$ cat config.mk
export PLATFORM = sky130hd
export DESIGN_NAME = stopwatch_core
export DESIGN_NICKNAME = d
export VERILOG_FILES = /design/src/rtl/stopwatch_pkg.sv /design/src/rtl/stopwatch_digit.sv /design/src/rtl/stopwatch_core.sv
export SDC_FILE = /design/constraint.sdc
export NUM_CORES = 1
export LEC_CHECK = 0
export CORE_ASPECT_RATIO = 2
export CORE_MARGIN = 2
export CORE_UTILIZATION = 50
export DETAILED_ROUTE_END_ITERATION = 7
export PLACE_DENSITY = 0.73
export SKIP_LAST_GASP = 1
export SLEW_MARGIN = 20
export SYNTH_ARGS = -nofsm -noshare
export SYNTH_HDL_FRONTEND = slang
export SYNTH_SLANG_ARGS = --single-unit
$ cat constraint.sdc
create_clock -name clk -period 4.5 [get_ports clk]
set_clock_uncertainty 0.2 [all_clocks]
set_input_delay 0.45 -clock clk [delete_from_list [all_inputs] [get_ports clk]]
set_output_delay 0.45 -clock clk [all_outputs]
set_load 0.05 [all_outputs]
$ cat src/rtl/stopwatch_pkg.sv
// Shared definitions for the stopwatch timekeeping stage.
//   state_t      : run-control FSM encoding (IDLE, RUN, PAUSE)
//   DIGIT_W      : width of one BCD digit
//   DIGIT_LIMIT  : rollover value for hundredths, tenths and seconds units
//   TENS_LIMIT   : rollover value for seconds tens
package stopwatch_pkg;

    typedef enum logic [1:0] {
        IDLE  = 2'd0,
        RUN   = 2'd1,
        PAUSE = 2'd2
    } state_t;

    localparam int DIGIT_W = 4;

    localparam logic [DIGIT_W-1:0] DIGIT_LIMIT = 4'd10;
    localparam logic [DIGIT_W-1:0] TENS_LIMIT  = 4'd6;

endpackage

$ cat src/rtl/stopwatch_digit.sv
// One BCD digit of the stopwatch counter.
// Ports:
//   clk   : clock
//   rst_n : asynchronous active-low reset (digit -> 0)
//   clr   : synchronous clear (digit -> 0, takes priority over cin)
//   cin   : carry in; the digit advances by one when high
//   d     : current digit value
//   cout  : carry out, high when this digit rolls over to 0 (combinational)
module stopwatch_digit
    import stopwatch_pkg::*;
#(
    parameter logic [DIGIT_W-1:0] LIMIT = DIGIT_LIMIT
) (
    input  logic               clk,
    input  logic               rst_n,
    input  logic               clr,
    input  logic               cin,
    output logic [DIGIT_W-1:0] d,
    output logic               cout
);

    logic [DIGIT_W-1:0] d_reg;
    logic [DIGIT_W-1:0] d_next;
    logic [DIGIT_W-1:0] sum;

    // The digit never holds a value at or above LIMIT, so sum can only equal
    // LIMIT when cin is high: that is exactly the rollover case.
    always_comb begin
        sum    = d_reg + DIGIT_W'(cin);
        cout   = (sum == LIMIT);
        d_next = cout ? '0 : sum;
        if (clr) begin
            d_next = '0;
        end
    end

    always_ff @(posedge clk or negedge rst_n) begin
        if (!rst_n) begin
            d_reg <= '0;
        end else begin
            d_reg <= d_next;
        end
    end

    assign d = d_reg;

endmodule

$ cat src/rtl/stopwatch_core.sv
// Stopwatch timekeeping stage: divides clk into a tick every TICK_DIV cycles
// and counts SS.cc (00.00 .. 59.99) in packed BCD under start/stop/clear.
// Ports:
//   clk        : system clock
//   rst_n      : asynchronous active-low reset
//   start_stop : one-cycle pulse toggling run/pause (starts from idle)
//   clear      : one-cycle pulse that zeroes the count and stops; beats start_stop
//   digits     : {sec_tens, sec_units, tenths, hundredths}
//   running    : high while counting
//   wrap       : one-cycle pulse after the 59.99 -> 00.00 rollover
module stopwatch_core
    import stopwatch_pkg::*;
#(
    parameter int TICK_DIV = 1_000_000
) (
    input  logic        clk,
    input  logic        rst_n,
    input  logic        start_stop,
    input  logic        clear,
    output logic [15:0] digits,
    output logic        running,
    output logic        wrap
);

    localparam int              PW       = $clog2(TICK_DIV);
    localparam logic [PW-1:0]   PRE_LAST = PW'(TICK_DIV - 1);

    state_t          state_reg;
    state_t          state_next;
    logic [PW-1:0]   presc_reg;
    logic [PW-1:0]   presc_next;
    logic            wrap_reg;
    logic            tick;
    logic [4:0]      carry;

    assign tick = (state_reg == RUN) && (presc_reg == PRE_LAST);

    always_comb begin
        state_next = state_reg;
        if (clear) begin
            state_next = IDLE;
        end else if (start_stop) begin
            case (state_reg)
                IDLE:    state_next = RUN;
                RUN:     state_next = PAUSE;
                PAUSE:   state_next = RUN;
                default: state_next = IDLE;
            endcase
        end
    end

    // Prescaler holds in PAUSE so a resume keeps the partial tick period.
    always_comb begin
        presc_next = presc_reg;
        if (clear || state_reg == IDLE) begin
            presc_next = '0;
        end else if (state_reg == RUN) begin
            presc_next = tick ? '0 : presc_reg + 1'b1;
        end
    end

    always_ff @(posedge clk or negedge rst_n) begin
        if (!rst_n) begin
            state_reg <= IDLE;
            presc_reg <= '0;
            wrap_reg  <= 1'b0;
        end else begin
            state_reg <= state_next;
            presc_reg <= presc_next;
            wrap_reg  <= clear ? 1'b0 : carry[4];
        end
    end

    // Ripple chain: tick feeds hundredths, each digit's carry feeds the next.
    assign carry[0] = tick;

    generate
        for (genvar gi = 0; gi < 4; gi++) begin : g_digit
            stopwatch_digit #(
                .LIMIT((gi == 3) ? TENS_LIMIT : DIGIT_LIMIT)
            ) u_digit (
                .clk  (clk),
                .rst_n(rst_n),
                .clr  (clear),
                .cin  (carry[gi]),
                .d    (digits[gi*DIGIT_W +: DIGIT_W]),
                .cout (carry[gi+1])
            );
        end
    endgenerate

    assign running = (state_reg == RUN);
    assign wrap    = wrap_reg;

endmodule
==> metrics <==
Leakage between 0.001 and 0.0015 µW; failing checks setup timing; CTS Buf Count 5; total gr overflow 0; status finished, violations left; RSZ-0062 raised after global routing yes; worst hold slack 0.0708 ns; placed cells approximately 310; fin area 0.00285 mm²; Yosys top cell area share 0.476; min Tclk post-route 5.05 ns; cell taking the most area after synthesis dfrtp_1; die height about 95 µm; H-tree depth 2; Post-Syn Instances 208; layout cells sized above 1 0.295; Clk Latency, worst-skew pair around 0.29 ns; commonest non-fill, non-tap cell in the layout dfrtp_1; Pre-antenna DRT Iters 4; critical path class flop to flop; flops & latches, synth 39; worst vdd ir about 210 µV; largest net degree at the start of global routing 40; CP required approximately 4.5 ns; power per cell area between 200 and 250 mW/mm²; Non-Filler Instances 320; HP Class input pin to asynchronous set/reset pin; root buffer cell clkbuf_8; CP endpoint kind flop; antenna cells 0; YS warnings 0; Max Slew Vio Count 0; Global Route Usage Sum 0.237; vias after detailed routing between 1.5k and 2k; Worst-path clk slew about 0.08 ns; fmax a little under 0.2 GHz; Placer Congestion between 0.8 and 0.9; fin crit share 1.12; Hold Violations, Final 0; mapped cell area 0.00205 mm²; number of global-route vias before repair ~1.9k; worst-path fanout max 2; core area 0.00401 mm²; syn_area_per_cell 9.86 µm²; Synth area leaders dfrtp_1 48%, ha_1 5.5%, nand3_1 4.4%, o21ai_0 4.1%, nand2_1 3.7%; startpoint types flop; Port Buffer Count 21; initial antenna violation count 0; post-DP HPWL roughly 3.3 mm; DR DRC count 0; WL/cell about 16 µm; clock tree buffer depth 2; post-synthesis sequential area ratio 0.476; global-route wire length before repair ~8.5 mm; library cells used by synthesis ~40; max reg flops 20; Worst Tran Pin Value 1.01 ns; syn_nets roughly 220; DRT iter0 DRCs 107; antenna-violating nets left 0; most frequent cells in the layout 39 x dfrtp_1, 37 x buf_4, 20 x nand2_1, 20 x clkdlybuf4s50_1, 17 x o21ai_0; hold-fix buffers at CTS 0; via/cell ratio between 5 and 6; Syn-to-layout area delta 39.0%; clk sinks 39; final setup violation count 5; max_cap viols 0; crit path setup slack, layout -0.548 ns; Layout Nets between 200 and 300; initial core utilization 0.512; die width ~49 µm; placed instance area approximately 0.0025 mm²; CTS tree built; row cnt 33; IO Pins 22; Die ar. approximately 0.0047 mm²; Slew headroom 0.328; final WL 5.14 mm; CP arrival ~5.1 ns
## timing repair
| item | 4_1_cts | 5_1_grt |
|---|---|---|
| buffers inserted | 3 | 3 |
| pin swaps | 1 | 8 |
| setup endpoints to repair | 5 | 6 |
| resized for setup | 26 | 4 |
| gates cloned | 0 | 0 |
## report_power, final
part | internal, µW | switching [µW]
sequential | 352 | 1.31
combinational | 13.4 | 28.9
clock | 140 | 117
## critical path, cell delays in order, from the launching register on
cell and delay, ns:
dfrtp_1 0.39, or4b_4 0.56, nor4_4 0.28, ha_2 0.24
nand3_2 0.09, xor2_2 0.19, nor4bb_4 0.38, ha_2 0.26
nand3_2 0.10, xor2_2 0.18, nor4bb_4 0.30, ha_2 0.26
nand3_2 0.09, xor2_2 0.18, nor4bb_4 0.36, ha_4 0.19
nand3_2 0.08, xor2_1 0.17, nor2b_4 0.17, nor2b_4 0.15
and3b_1 0.15
## cell usage after synthesis
cell	instances
or4_1	1
ha_1	9
buf_6	2
nor2b_1	5
dfrtp_1	39
nor3_1	6
nor4_1	3
xnor2_1	7
a21oi_1	3
o21ai_2	1
nor2_1	14
and2b_1	1
and3_4	1
nor4b_1	1
a22o_2	1
nand4_1	5
and4_2	1
o21ai_0	17
and3_2	2
mux2i_1	1
a21o_1	5
clkbuf_1	4
nor4bb_1	4
nand3_1	18
and3b_1	1
nand2_1	20
or3_4	1
a31oi_1	3
nor3b_1	4
a32oi_1	1
inv_1	5
a311oi_1	3
or2_2	1
a211oi_1	1
o211ai_1	1
and3_1	2
xor2_1	6
or3_1	3
o21a_1	1
or4b_4	1
nand2b_1	3
## layer usage
metal,vias up,share of wire,GRT usage
met5,-,0,0
met1,897,0.41,0.289
met3,8,0.041,0.0380
met4,0,0.011,0.107
met2,48,0.54,0.407
li1,870,-,-
## metrics by stage
| step | utilization | total power (µW) | setup WS [ns] | TNS, ns |
|---|---|---|---|---|
| 6_report | 0.712 | 653 | -0.548 | -1.93 |
| 5_1_grt | 0.712 | 679 | -0.870 | -3.51 |
| 4_1_cts | 0.700 | 659 | -0.457 | -1.48 |
| 3_5_place_dp | 0.635 | 402 | -0.718 | -2.72 |
| 3_3_place_gp | 0.635 | 401 | -0.433 | -1.37 |
| 2_1_floorplan | - | 385 | -0.236 | -0.574 |
## layout make-up
type                       instances  area [µm²]
sequential                        39         976
clock buffer                       8         100
inverter                           5        18.8
fill                             289        1150
tap                               52        65.1
timing repair buffer              58         483
multi-input combinational        158        1210
## kinds of logic (layout without fill, tap and decap cells)
family                     Yosys count  in the layout  synth area share
DFF                                 39             39             0.476
AOI/OAI and AO/OA                   37             37             0.113
adders and majority gates            9              9            0.0549
xor gates and xnor gates            13             13            0.0555
buffers and inverters               11             71            0.0275
muxes                                1              1           0.00488
and+or+nand+nor                     98             98             0.268
## path summary, 6_finish.rpt
check	startpoint	end	slack, ns	cells past startpoint
max	state_reg[1]	wrap	-0.55	20
max in group asynchronous	rst_n	g_digit[3].u_digit.d[3]	3.48	1
min in group clk	presc_reg[16]	presc_reg[16]	0.38	2
min	rst_n	g_digit[1].u_digit.d[3]	0.07	1
min reg2reg	presc_reg[16]	presc_reg[16]	0.38	2
max reg2reg	state_reg[1]	wrap	-0.55	20
(Power assumes the default switching activity.)
